`src/rtl/regfile_wb_arbiter_pkg.sv`:
```
// Shared constants and types for the register-file write-back path.
package rf_pkg;

  localparam int REG_W    = 5;
  localparam int XLEN_DEF = 32;
  localparam int NREG     = 32;

  // Fixed requester slots on the write-back arbiter
  localparam int SRC_ALU = 0;
  localparam int SRC_LSU = 1;
  localparam int SRC_CSR = 2;

  typedef logic [REG_W-1:0] reg_name_t;

endpackage

```
`src/rtl/regfile_wb_arbiter_if.sv`:
```
// Producer-side write-back request bus: per-requester valid/ready plus packed name/data.
interface regfile_wb_arbiter_if
  import rf_pkg::*;
#(
  parameter int NREQ = 3,
  parameter int XLEN = XLEN_DEF
);

  logic [NREQ-1:0]       req_valid;
  logic [NREQ-1:0]       req_ready;
  logic [NREQ*REG_W-1:0] req_name;
  logic [NREQ*XLEN-1:0]  req_val;

  modport master (
    output req_valid,
    output req_name,
    output req_val,
    input  req_ready
  );

  modport slave (
    input  req_valid,
    input  req_name,
    input  req_val,
    output req_ready
  );

endinterface

```
`src/rtl/regfile_wb_arbiter_rr_arbiter.sv`:
```
// Round-robin arbiter: combinational one-hot grant starting at ptr, ptr moves past the winner on accept.
module rr_arbiter #(
  parameter int NREQ  = 3,
  parameter int PTR_W = (NREQ > 1) ? $clog2(NREQ) : 1
) (
  input  logic             clk,
  input  logic             rst_n,
  input  logic [NREQ-1:0]  req,
  input  logic             accept,
  output logic [NREQ-1:0]  grant,
  output logic [PTR_W-1:0] ptr
);

  logic [PTR_W-1:0] gidx;
  logic [PTR_W-1:0] ptr_next;
  logic             found;

  function automatic logic [PTR_W-1:0] slot(input logic [PTR_W-1:0] base, input int k);
    int s;
    s = (int'(base) + k) % NREQ;
    return PTR_W'(s);
  endfunction

  always_comb begin
    grant = '0;
    gidx  = '0;
    found = 1'b0;
    for (int k = 0; k < NREQ; k++) begin
      if (!found && req[slot(ptr, k)]) begin
        grant[slot(ptr, k)] = 1'b1;
        gidx                = slot(ptr, k);
        found               = 1'b1;
      end
    end
    // No grant may escape while the block is held in reset
    if (!rst_n) begin
      grant = '0;
      found = 1'b0;
    end
  end

  always_comb begin
    ptr_next = ptr;
    if (accept && found) begin
      ptr_next = slot(gidx, 1);
    end
  end

  always_ff @(posedge clk or negedge rst_n) begin
    if (!rst_n) begin
      ptr <= '0;
    end else begin
      ptr <= ptr_next;
    end
  end

endmodule

```
`src/rtl/regfile_wb_arbiter.sv`:
```
// Write-back arbiter for the regfile write port plus the RAW-hazard busy scoreboard.
module regfile_wb_arbiter
  import rf_pkg::*;
#(
  parameter int NREQ = 3,
  parameter int XLEN = XLEN_DEF
) (
  input  logic                 clk,
  input  logic                 rst_n,
  regfile_wb_arbiter_if.slave  req_bus,
  input  logic                 rsv_valid,
  input  reg_name_t            rsv_name,
  input  reg_name_t            q1_name,
  input  reg_name_t            q2_name,
  output logic                 q1_busy,
  output logic                 q2_busy,
  output logic                 w_enable,
  output reg_name_t            w_reg_name,
  output logic [XLEN-1:0]      w_reg_val
);

  localparam int PTR_W = (NREQ > 1) ? $clog2(NREQ) : 1;

  logic [NREQ-1:0]  grant;
  logic [PTR_W-1:0] ptr;
  logic             accept;
  reg_name_t        sel_name;
  logic [XLEN-1:0]  sel_val;
  logic [NREG-1:0]  busy;
  logic [NREG-1:0]  busy_next;

  // A grant is only ever given to a valid requester, so any grant is an accept
  assign accept            = |grant;
  assign req_bus.req_ready = grant;

  rr_arbiter #(
    .NREQ  (NREQ),
    .PTR_W (PTR_W)
  ) u_arb (
    .clk    (clk),
    .rst_n  (rst_n),
    .req    (req_bus.req_valid),
    .accept (accept),
    .grant  (grant),
    .ptr    (ptr)
  );

  always_comb begin
    sel_name = '0;
    sel_val  = '0;
    for (int i = 0; i < NREQ; i++) begin
      if (grant[i]) begin
        sel_name = sel_name | req_bus.req_name[REG_W*i +: REG_W];
        sel_val  = sel_val  | req_bus.req_val[XLEN*i +: XLEN];
      end
    end
  end

  // Reserve is applied after clear so a younger producer keeps the bit set
  always_comb begin
    busy_next = busy;
    if (accept && (sel_name != '0)) begin
      busy_next[sel_name] = 1'b0;
    end
    if (rsv_valid && (rsv_name != '0)) begin
      busy_next[rsv_name] = 1'b1;
    end
    busy_next[0] = 1'b0;
  end

  always_ff @(posedge clk or negedge rst_n) begin
    if (!rst_n) begin
      busy <= '0;
    end else begin
      busy <= busy_next;
    end
  end

  assign q1_busy = (q1_name != '0) && busy[q1_name];
  assign q2_busy = (q2_name != '0) && busy[q2_name];

  always_ff @(posedge clk or negedge rst_n) begin
    if (!rst_n) begin
      w_enable   <= 1'b0;
      w_reg_name <= '0;
      w_reg_val  <= '0;
    end else if (accept) begin
      w_enable   <= (sel_name != '0);
      w_reg_name <= sel_name;
      w_reg_val  <= sel_val;
    end else begin
      w_enable   <= 1'b0;
    end
  end

  a_grant_onehot: assert property (@(posedge clk) disable iff (!rst_n) $onehot0(grant));
  a_ptr_range:    assert property (@(posedge clk) disable iff (!rst_n) int'(ptr) < NREQ);

endmodule

```
`src/flat_wrapper.sv`:
```
// flat-port wrapper written by rule: the top's interface ports become plain ports
module regfile_wb_arbiter_flat import rf_pkg::*;
#(
  parameter int NREQ = 3,
  parameter int XLEN = XLEN_DEF
)
  (clk, rst_n, rsv_valid, rsv_name, q1_name, q2_name, q1_busy, q2_busy, w_enable, w_reg_name, w_reg_val, req_bus_req_valid, req_bus_req_name, req_bus_req_val, req_bus_req_ready);
  regfile_wb_arbiter_if #(.NREQ(NREQ), .XLEN(XLEN)) req_bus_i ();
  input  logic clk;
  input  logic rst_n;
  input  logic rsv_valid;
  input  reg_name_t rsv_name;
  input  reg_name_t q1_name;
  input  reg_name_t q2_name;
  output logic q1_busy;
  output logic q2_busy;
  output logic w_enable;
  output reg_name_t w_reg_name;
  output logic [XLEN-1:0] w_reg_val;
  input wire logic [$bits(req_bus_i.req_valid)-1:0] req_bus_req_valid;
  input wire logic [$bits(req_bus_i.req_name)-1:0] req_bus_req_name;
  input wire logic [$bits(req_bus_i.req_val)-1:0] req_bus_req_val;
  output wire logic [$bits(req_bus_i.req_ready)-1:0] req_bus_req_ready;
  assign req_bus_i.req_valid = req_bus_req_valid;
  assign req_bus_i.req_name = req_bus_req_name;
  assign req_bus_i.req_val = req_bus_req_val;
  assign req_bus_req_ready = req_bus_i.req_ready;
  regfile_wb_arbiter #(.NREQ(NREQ), .XLEN(XLEN)) u_core (.clk(clk), .rst_n(rst_n), .req_bus(req_bus_i), .rsv_valid(rsv_valid), .rsv_name(rsv_name), .q1_name(q1_name), .q2_name(q2_name), .q1_busy(q1_busy), .q2_busy(q2_busy), .w_enable(w_enable), .w_reg_name(w_reg_name), .w_reg_val(w_reg_val));
endmodule
```
`config.mk`:
```
export PLATFORM = sky130hd
export DESIGN_NAME = regfile_wb_arbiter_flat
export DESIGN_NICKNAME = d
export VERILOG_FILES = /design/src/rtl/regfile_wb_arbiter_pkg.sv /design/src/rtl/regfile_wb_arbiter_if.sv /design/src/rtl/regfile_wb_arbiter_rr_arbiter.sv /design/src/rtl/regfile_wb_arbiter.sv /design/src/flat_wrapper.sv
export SDC_FILE = /design/constraint.sdc
export NUM_CORES = 1
export LEC_CHECK = 0
export ABC_AREA = 1
export CAP_MARGIN = 20
export CORE_MARGIN = 4
export CORE_UTILIZATION = 45
export CTS_BUF_LIST = sky130_fd_sc_hd__clkbuf_8
export DETAILED_ROUTE_END_ITERATION = 7
export PLACE_DENSITY = 0.82
export SLEW_MARGIN = 0
export SYNTH_ARGS = -nofsm -noshare
export SYNTH_HDL_FRONTEND = slang
export SYNTH_HIERARCHICAL = 1
export SYNTH_SLANG_ARGS = --single-unit
```
`constraint.sdc`:
```
create_clock -name clk -period 3.22 [get_ports clk]
set_input_delay 0.322 -clock clk [delete_from_list [all_inputs] [get_ports clk]]
set_output_delay 0.322 -clock clk [all_outputs]
set_load 0.02 [all_outputs]
```
==> out/results.tsv, run 1 <==
stage	metric	value	unit
synthesis	EDFF count, synth	0	
min_path	Worst Hold Class	in -> async	
routing	Top Layer Used	met4	
worst_setup_path	WS Path Type	reg -> out	
global_routing	GRT overflow	0	
worst_setup_path	CP Data Arrival Time	2.72	ns
floorplanning	full die area	0.01186	mm²
worst_setup_path	Crit path max-delay family	buffers and inverters	
layout	nets	989	
synthesis	Cells after Synth	677	
power_and_ir_drop	cell area power density	892.0	mW/mm²
synthesis	dominant cell type by area after synthesis	dfrtp_1	
clocking	Max Buffers Root-to-Sink	2	
power_and_ir_drop	LEAKAGE	3.118	nW
routing	initial drt markers	415	
synthesis	Netlist cell types	29	
timing	Setup TNS	0	ns
synthesis	Seq/Total Area, Yosys	0.3879	
floorplanning	I/O pin count	175	
timing	Fin. Hold Viols	0	
synthesis	post-synth top area share	0.3879	
clocking	hold_buf cts	0	
clocking	CTS Buf Count	9	
global_routing	first-pass GRT wire length	25.07	mm
synthesis	Yosys warnings	6	
clocking	CTS tree	built	
worst_setup_path	Largest stage delay, worst path	0.65	ns
routing	WL met1	5.903	mm
synthesis	Cell Area, Synth	0.004581	mm²
floorplanning	Core ar.	0.009864	mm²
layout	post-route cell area	0.006618	mm²
routing	drt via density	5.168	
synthesis	count leader, synth	nand2_1	
timing	RSZ-0062 raised after global routing	no	
layout	Post-Layout Cell Count	988	
place	DP Worst Slack	0.3375	ns
clocking	Worst-Skew Late Latency	0.35	ns
routing	met3 wire length	1.280	mm
synthesis	Synthesized Nets	814	
routing	DR WL/cell	15.77	µm
timing	Worst Tran Pin Value	0.9037	ns
synthesis	top post-synthesis cells by area	dfrtp_1, nand2_1, nand3_1	
timing	hold slack	0.2063	ns
place	Placed Cells	972	
layout	share of layout cells above drive strength 1	0.08538	
routing	final WL	15.59	mm
floorplanning	Die H	108.9	µm
timing	f_max	0.3285	GHz
global_routing	largest net degree at the start of global routing	73	
routing	first-pass detailed-route iteration total	5	
floorplanning	initial core utilization	0.4644	
global_routing	vias in the first global route	5139	
layout	Final Core Density	0.6709	
place	dpl hpwl	12.38	mm
worst_setup_path	CP Launch Type	flop	
floorplanning	DIE WIDTH	108.9	µm
global_routing	initial antenna violation count	0	
timing	final setup violation count	0	
clocking	clk root buf	clkbuf_8	
worst_setup_path	worst r2r src	u_core/u_arb/ptr[0]	
synthesis	Top FF cell, synth	dfrtp_1	
timing	Slew headroom	0.3975	
power_and_ir_drop	Peak VDD IR	0.0004339	V
layout	Ant. Diodes	0	
place	Cell Area, Placed	0.006447	mm²
timing	crit path time final	3.044	ns
worst_setup_path	crit-path cells	inv_1 > ha_1 > inv_2 > nand2_1 > nand3_1 > nand2_1 > nand3_1 > nor2_1 > nor2_1 > nor2_2 > clkdlybuf4s50_1	
timing	Final WS setup	0.1757	ns
layout	Layout area overhead	44.47	%
job	Max-Cap Viols	0	
timing	Final Skew	0.009535	ns
routing	DRC Markers	0	
worst_setup_path	Setup crit end kind	primary output	
synthesis	asr flop ratio synth	1.000	
synthesis	Syn Area/Cell	6.766	µm²
worst_setup_path	Critical Path RT	2.90	ns
timing	Slew Limit Fails	0	
outcome	outcome	finished, final reports clean	
routing	WL met2	7.933	mm
place	routability cong.	0.9737	
clocking	CTS clk-pin slew, worst paths	0.08	ns
routing	Detail Route Antenna Nets	0	
clocking	total clock sinks	71	
synthesis	#FFs+latches synth	71	
routing	vias	5106	
global_routing	overall global routing resource usage	0.2707	
floorplanning	Row Count	36	
worst_setup_path	buffer and inverter count on the worst path	3	
worst_setup_path	Worst path slowest cell	clkdlybuf4s50_1	
worst_setup_path	crit-path max FO	7	
worst_setup_path	worst setup path startpoint	u_core/u_arb/ptr[0]	
clocking	H-tree levels	3	
place	Port Buffers	174	
power_and_ir_drop	total power	5.903	mW
synthesis	synth cell count leaders	nand2_1, dfrtp_1, inv_1	
timing	crit share post-route	0.9454	
registers in the layout, summed over array words and instances (netlist names):
register,cells
u_core/w_reg_val,32
u_core/busy,31
u_core/w_reg_name,5
u_core/u_arb/ptr,2
u_core/w_enable,1
power breakdown:
group,switching [mW],total [mW],internal (mW)
sequential,0.284,1.64,1.35
clock,0.331,0.596,0.265
combinational,2.25,3.67,1.42
total,2.87,5.90,3.04
worst register-to-register path: stages, from the launching register on:
cell	delay, ns
dfrtp_1	0.40
inv_1	0.08
ha_1	0.41
inv_2	0.09
nand2_1	0.07
nand3_1	0.08
nand2_1	0.16
nand3_1	0.11
nor2_1	0.10
nor2_1	0.06
nor2_2	0.16
buf_4	0.32
nand2_1	0.15
nand3_4	0.15
nand3_2	0.17
o21ai_0	0.19
o21ai_1	0.10
cells in the final DEF (no fill, tap or decap):
cell,Yosys,final
a21oi_4,0,2
a31oi_1,2,2
buf_4,3,14
clkbuf_8,0,9
clkdlybuf4s50_1,0,172
clkinv_2,0,2
clkinvlp_4,0,2
dfrtp_1,71,71
dlymetal6s2s_1,0,1
ha_1,5,5
inv_1,61,62
inv_2,15,15
nand2_1,312,312
nand2_2,10,10
nand2_4,1,1
nand3_1,58,58
nand3_2,5,5
nand3_4,4,4
nand3b_1,1,1
nand4_1,35,35
nor2_1,14,13
nor2_2,1,2
nor2_4,3,3
nor3_1,4,4
nor3_4,2,3
o211ai_1,2,2
o21ai_0,9,9
o21ai_1,35,35
o21ai_2,1,1
metal layers:
metal	up-vias	global-route usage
met5	-	0
met4	0	0.1082
met3	34	0.06513
met2	235	0.4820
met1	2332	0.3107
li1	2505	-
area by class of cell:
cell class / count / area, µm²
Sequential cell: 71 / 1777
Fill cell: 829 / 3247
Clock inverter: 5 / 28.78
Clock buffer: 9 / 123.9
Tap cell: 133 / 166.4
Inverter: 76 / 285.3
Multi-Input combinational cell: 507 / 2397
Timing Repair Buffer: 187 / 1839
worst paths after layout:
| path | slack, ns | end | depth (start not counted) |
|---|---|---|---|
| min in group clk | 0.48 | u_core/w_reg_name[2] | 2 |
| worst max-delay path | 0.18 | req_bus_req_ready[0] | 11 |
| worst min register to register | 0.48 | u_core/w_reg_name[2] | 2 |
| max in group asynchronous | 2.41 | u_core/w_reg_name[3] | 2 |
| worst max register to register | 0.29 | u_core/busy[23] | 16 |
| worst min-delay path | 0.21 | u_core/busy[25] | 2 |
repair_timing:
item / 4_1_cts / 5_1_grt
buffers inserted: 0 / 2
resized for setup: 0 / 1
endpoints found under the setup margin: 0 / 2
cell families (layout without fill, tap and decap cells):
kind of cell / count (synthesis) / in the layout / share of synthesized area
adder cells (fa/ha/maj): 5 / 5 / 0.01366
buffers and inverters: 99 / 277 / 0.09478
AO/OA/AOI/OAI: 51 / 51 / 0.05900
flip-flops: 71 / 71 / 0.3879
AND/OR/NAND/NOR: 451 / 451 / 0.4447
No activity file was read; power rests on OpenSTA's default activity.
==> inputs of run 2 (changes only) <==
CORE_MARGIN = not set   (was 4)
==> run 2 against run 1 <==
  * Cell count fell by 0.10%
  * Via count rose by 2.0%
  * Count of clock-buffer cells in the layout rose by 1
  * Combinational power barely moved
  * First-iteration DRC count fell by 25%
  * Wire length fell by 2.0%
  * Hold slack improved by 0.016 ns
  * Critical endpoint is now req_bus_req_ready[2]
  * Largest cell class unchanged
  * Largest power group unchanged
==> out/results.tsv, run 2 (synthesis gave the netlist of run 1 again) <==
stage	metric	value	unit	change
outcome	outcome	finished, final reports clean		unchanged
routing	final WL	15.27	mm	was 15.59 mm
routing	DRC Markers	0		unchanged
layout	footprint of the multi-input gates	0.002400	mm²	was 0.002397 mm²
worst_setup_path	worst r2r src	u_core/u_arb/ptr[0]		unchanged
clocking	total clock sinks	71		unchanged
global_routing	initial antenna violation count	0		unchanged
worst_setup_path	CP Launch Type	flop		unchanged
clocking	H-tree levels	3		unchanged
clocking	hold_buf cts	0		unchanged
power_and_ir_drop	Flop pwr share	0.263		was 0.278
timing	Slew Limit Fails	0		unchanged
worst_setup_path	R2R setup slack	0.35	ns	was 0.29 ns
worst_setup_path	WS Path Type	reg -> out		unchanged
place	dpl hpwl	11.80	mm	was 12.38 mm
global_routing	overall global routing resource usage	0.2977		was 0.2707
global_routing	largest net degree at the start of global routing	73		unchanged
timing	hold slack	0.2220	ns	was 0.2063 ns
worst_setup_path	r2r endpoint	u_core/busy[26]		was u_core/busy[23]
timing	crit path time final	2.982	ns	was 3.044 ns
clocking	CTS tree	built		unchanged
global_routing	GRT Max-Usage Layer	met2		unchanged
layout	Layout area overhead	46.11	%	was 44.47%
routing	DR WL/cell	15.47	µm	was 15.77 µm
global_routing	met1 Usage GRT	0.3387		was 0.3107
clocking	Worst-Skew Late Latency	0.35	ns	about the same
timing	RSZ-0062 raised after global routing	no		unchanged
routing	Detail Route Antenna Nets	0		unchanged
place	DP Worst Slack	0.3306	ns	was 0.3375 ns
power_and_ir_drop	cell area power density	923.2	mW/mm²	was 892.0 mW/mm²
global_routing	first-pass GRT wire length	24.01	mm	was 25.07 mm
clocking	CTS clk-pin slew, worst paths	0.08	ns	about the same
worst_setup_path	worst setup path startpoint	u_core/u_arb/ptr[0]		unchanged
layout	max reg flops	32		unchanged
power_and_ir_drop	switching pwr	2.903	mW	was 2.867 mW
power_and_ir_drop	Comb power frac	0.594		was 0.621
power_and_ir_drop	LEAKAGE	3.161	nW	was 3.118 nW
place	Placed Cells	970		was 972
worst_setup_path	crit-path max FO	7		unchanged
worst_setup_path	Critical Path RT	2.90	ns	about the same
clocking	clk root buf	clkbuf_8		unchanged
layout	most common cell after layout, fill and taps aside	nand2_1		unchanged
floorplanning	Core ar.	0.009819	mm²	was 0.009864 mm²
layout	Post-Layout Cell Count	987		was 988
floorplanning	Die H	102.9	µm	was 108.9 µm
power_and_ir_drop	Clock power frac	0.142		was 0.101
clocking	Max Buffers Root-to-Sink	2		unchanged
global_routing	vias in the first global route	5083		was 5,139
timing	final setup violation count	0		unchanged
layout	Biggest register	u_core/w_reg_val		unchanged
floorplanning	initial core utilization	0.4665		was 0.4644
power_and_ir_drop	total power	6.179	mW	was 5.903 mW
place	Port Buffers	174		unchanged
routing	initial drt markers	313		was 415
power_and_ir_drop	internal power	3.276	mW	was 3.036 mW
floorplanning	full die area	0.01059	mm²	was 0.01186 mm²
clocking	CTS Buf Count	9		unchanged
layout	Final Core Density	0.6816		was 0.6709
routing	drt via density	5.277		was 5.168
layout	Fill cells	844		was 829
global_routing	GRT overflow	0		unchanged
routing	first-pass detailed-route iteration total	5		unchanged
worst_setup_path	reg2reg path depth	18		was 16
layout	commonest non-fill, non-tap cells in the layout	nand2_1, clkdlybuf4s50_1, dfrtp_1		unchanged
layout	Register Area	0.001777	mm²	unchanged
layout	nets	986		was 989
timing	Worst Tran Pin Value	0.9122	ns	was 0.9037 ns
layout	Ant. Diodes	0		unchanged
timing	Slew headroom	0.3919		was 0.3975
layout	post-route cell area	0.006693	mm²	was 0.006618 mm²
place	Cell Area, Placed	0.006432	mm²	was 0.006447 mm²
timing	f_max	0.3354	GHz	was 0.3285 GHz
job	Max-Cap Viols	0		unchanged
timing	Final Skew	0.006453	ns	was 0.009535 ns
floorplanning	DIE WIDTH	102.9	µm	was 108.9 µm
timing	Final WS setup	0.2384	ns	was 0.1757 ns
worst_setup_path	CP Data Arrival Time	2.66	ns	was 2.72 ns
place	routability cong.	0.9208		was 0.9737
global_routing	met2 GRT Util	0.5369		was 0.4820
min_path	Worst Hold Class	in -> async		unchanged
layout	share of layout cells above drive strength 1	0.08665		was 0.08538
timing	crit share post-route	0.9260		was 0.9454
timing	Setup TNS	0	ns	unchanged
power_and_ir_drop	Sw Ratio	0.4698		was 0.4857
global_routing	met3 usage	0.06644		was 0.06513
layout	Regs by FF count	u_core/w_reg_val x32, u_core/busy x31, u_core/w_reg_name x5		unchanged
floorplanning	Row Count	36		unchanged
floorplanning	I/O pin count	175		unchanged
timing	Fin. Hold Viols	0		unchanged
power_and_ir_drop	Peak VDD IR	0.0003940	V	was 0.0004339 V
worst_setup_path	Setup crit end kind	primary output		unchanged
routing	vias	5208		was 5,106
## run 2: cell type report
cell class / instances / share of cell area
inverters: 76 / 0.04262
multi-input cells: 507 / 0.3586
clock buffers: 10 / 0.02056
well taps: 133 / 0.02486
clock inverters: 6 / 0.01608
flip-flops and latches: 71 / 0.2655
repair buffers: 184 / 0.2718
## run 2: worst max-delay path by stage
stage	slack (ns)	endpoint	cells after the start
final	0.24	req_bus_req_ready[2]	11
after global routing	0.09	req_bus_req_ready[2]	11
after CTS	0.04	req_bus_req_ready[1]	11
after detailed placement	0.33	u_core/busy[26]	15
after global placement	0.51	req_bus_req_ready[2]	9
after floorplan	0.52	u_core/u_arb/ptr[0]	18
## run 2: layer usage
| metal | vias up | part of all wire |
|---|---|---|
| met3 | 49 | 0.076 |
| li1 | 2493 | - |
| met4 | 0 | 0.031 |
| met2 | 275 | 0.52 |
| met1 | 2391 | 0.37 |
| met5 | - | 0 |
## run 2: timing repair
action | CTS | global route
cloned | 0 | 0
setup endpoints to repair | 1 | 2
gates resized for setup | 0 | 3
pin swaps | 1 | 0
buffers inserted | 1 | 0
## run 2: power groups by stage
stage               Sequential (mW)  Combinational [mW]  Clock [mW]
floorplan                      1.86                2.06           0
global placement               1.61                3.47           0
detailed placement             1.64                3.61           0
CTS                            1.62                3.63       0.885
global route                   1.67                3.99       0.927
finish                         1.63                3.67       0.878
## run 2: worst max-delay path, cell delays in order (launching register included)
cell	delay (ns)
dfrtp_1	0.41
inv_1	0.08
ha_2	0.39
inv_2	0.08
nand2_1	0.08
nand3_1	0.07
nand2_1	0.15
nand2_2	0.09
nand2_1	0.08
nand2_1	0.09
a21oi_4	0.17
clkdlybuf4s50_1	0.62
==> inputs of run 3 (changes only) <==
clock period = 2.8 ns   (was 3.22 ns; I/O delays follow)
==> run 3 against run 2 <==
  * Wire length is essentially flat
  * Combinational power grew 20%
  * Highest routed layer unchanged
  * Via count grew 1.4%
  * Die area is the same
  * Final area grew 1.2%
  * Sequential share of layout area shrank 0.30 points
  * Clock power shrank 7.1%
  * Sequential power grew 15%
  * Flip-flop and latch count is the same
  * Register-to-register slack lost 0.18 ns
==> out/results.tsv, run 3 (synthesis gave the netlist of run 1 again) <==
stage	metric	value	unit	change
layout	Layout area overhead	47.80	%	was 46.11%
power_and_ir_drop	cell area power density	1046	mW/mm²	was 923.2 mW/mm²
layout	share of layout cells above drive strength 1	0.1008		was 0.08665
worst_setup_path	CP Data Arrival Time	2.85	ns	was 2.66 ns
timing	Slew Limit Fails	0		unchanged
worst_setup_path	Critical Path RT	3.02	ns	was 2.90 ns
power_and_ir_drop	LEAKAGE	3.176	nW	was 3.161 nW
clocking	CTS tree	built		unchanged
place	Cell Area, Placed	0.006467	mm²	was 0.006432 mm²
place	DP Worst Slack	0.02493	ns	was 0.3306 ns
layout	Biggest register	u_core/w_reg_val		unchanged
floorplanning	initial core utilization	0.4665		unchanged
layout	Ant. Diodes	0		unchanged
timing	crit share post-route	0.9381		
timing	Final WS setup	0.1732	ns	was 0.2384 ns
power_and_ir_drop	total power	7.084	mW	was 6.179 mW
timing	Fin. Hold Viols	0		unchanged
min_path	Worst Hold Class	in -> async		unchanged
worst_setup_path	CP Launch Type	flop		unchanged
clocking	CTS clk-pin slew, worst paths	0.08	ns	about the same
floorplanning	full die area	0.01059	mm²	unchanged
floorplanning	Die H	102.9	µm	unchanged
floorplanning	Row Count	36		unchanged
worst_setup_path	worst r2r src	u_core/u_arb/ptr[1]		was u_core/u_arb/ptr[0]
place	Port Buffers	174		unchanged
layout	commonest non-fill, non-tap cells in the layout	nand2_1, clkdlybuf4s50_1, dfrtp_1		unchanged
power_and_ir_drop	Peak VDD IR	0.0005433	V	was 0.0003940 V
clocking	CTS Buf Count	9		unchanged
floorplanning	Core ar.	0.009819	mm²	unchanged
timing	crit path time final	2.627	ns	
global_routing	overall global routing resource usage	0.2954		was 0.2977
layout	Fill cells	851		was 844
clocking	total clock sinks	71		unchanged
outcome	outcome	finished, final reports clean		unchanged
timing	Slew headroom	0.3955		was 0.3919
floorplanning	I/O pin count	175		unchanged
worst_setup_path	worst setup path startpoint	u_core/u_arb/ptr[1]		was u_core/u_arb/ptr[0]
clocking	Max Buffers Root-to-Sink	2		unchanged
routing	Detail Route Antenna Nets	0		unchanged
clocking	H-tree levels	3		unchanged
worst_setup_path	WS Path Type	reg -> reg		was reg -> out
timing	final setup violation count	0		unchanged
clocking	clk root buf	clkbuf_8		unchanged
timing	f_max	0.3807	GHz	
global_routing	first-pass GRT wire length	24.12	mm	was 24.01 mm
floorplanning	DIE WIDTH	102.9	µm	unchanged
routing	drt via density	5.302		was 5.277
timing	Worst Tran Pin Value	0.9067	ns	was 0.9122 ns
job	Max-Cap Viols	0		unchanged
global_routing	GRT overflow	0		unchanged
layout	Final Core Density	0.6895		was 0.6816
place	Placed Cells	973		was 970
clocking	Worst-Skew Late Latency	0.35	ns	about the same
global_routing	initial antenna violation count	0		unchanged
routing	vias	5281		was 5,208
routing	DR WL/cell	15.33	µm	was 15.47 µm
worst_setup_path	crit-path max FO	7		unchanged
timing	Final Skew	0.006336	ns	was 0.006453 ns
layout	Register Area	0.001777	mm²	unchanged
routing	first-pass detailed-route iteration total	5		unchanged
layout	post-route cell area	0.006770	mm²	was 0.006693 mm²
place	routability cong.	0.9761		was 0.9208
place	dpl hpwl	11.90	mm	was 11.80 mm
clocking	hold_buf cts	0		unchanged
routing	initial drt markers	393		was 313
layout	most common cell after layout, fill and taps aside	nand2_1		unchanged
routing	final WL	15.26	mm	was 15.27 mm
layout	max reg flops	32		unchanged
layout	Post-Layout Cell Count	996		was 987
layout	footprint of the multi-input gates	0.002429	mm²	was 0.002400 mm²
layout	nets	995		was 986
routing	DRC Markers	0		unchanged
global_routing	vias in the first global route	5129		was 5,083
layout	Regs by FF count	u_core/w_reg_val x32, u_core/busy x31, u_core/w_reg_name x5		unchanged
global_routing	largest net degree at the start of global routing	73		unchanged
timing	hold slack	0.1703	ns	was 0.2220 ns
timing	Setup TNS	0	ns	unchanged
worst_setup_path	Setup crit end kind	flop		was primary output
## run 3: cell count changes in the layout (fill, tap and decap cells not counted), moves of 2 or more
cell	change
buf_4	+5
dlygate4sd2_1	+3
buf_6	+2
bufinv_16	-2
dlymetal6s2s_1	-2
ha_4	+2
## run 3: what timing repair did
item,in CTS,in global routing
gates resized for setup,4,8
pin swaps,0,3
gates cloned,0,1
setup endpoints to repair,5,35
setup buffers,0,6
## run 3: layer usage
layer	up-vias	share of wire	track usage
met5	-	0	0
met4	0	0.035	0.1257
met3	45	0.076	0.05966
met2	293	0.52	0.5415
met1	2425	0.37	0.3328
li1	2518	-	-
## run 3: area by class of cell
| cell class | instances | share of cell area |
|---|---|---|
| Multi-Input combinational cell | 507 | 0.3587 |
| Tap cell | 133 | 0.02458 |
| Sequential cell | 71 | 0.2624 |
| Timing Repair Buffer | 193 | 0.2829 |
| Clock buffer | 10 | 0.02033 |
| Inverter | 76 | 0.04214 |
| Clock inverter | 6 | 0.008871 |
## run 3: report_power, final
group          switching [mW]  internal (mW)
registers               0.322           1.56
logic                    2.64           1.75
clock network           0.386          0.431
## run 3: final timing paths
kind / depth (start not counted) / slack [ns] / end
worst max register to register: 15 / 0.17 / u_core/busy[23]
worst min-delay path: 2 / 0.17 / u_core/busy[30]
worst min register to register: 2 / 0.48 / u_core/w_reg_name[2]
min in group clk: 2 / 0.48 / u_core/w_reg_name[2]
max in group asynchronous: 2 / 2.02 / u_core/w_reg_val[2]
worst max-delay path: 15 / 0.17 / u_core/busy[23]
## run 3: worst max-delay path, stage by stage (launching register included)
cell,delay [ns]
dfrtp_1,0.45
ha_4,0.34
inv_2,0.06
nand2_1,0.05
nand3_1,0.07
nand2_1,0.14
nand2_2,0.08
nand2_1,0.06
nand2_1,0.08
a21oi_4,0.25
buf_4,0.15
nand2_1,0.08
nand3_4,0.13
nand2_1,0.21
o21ai_0,0.25
o21ai_1,0.10
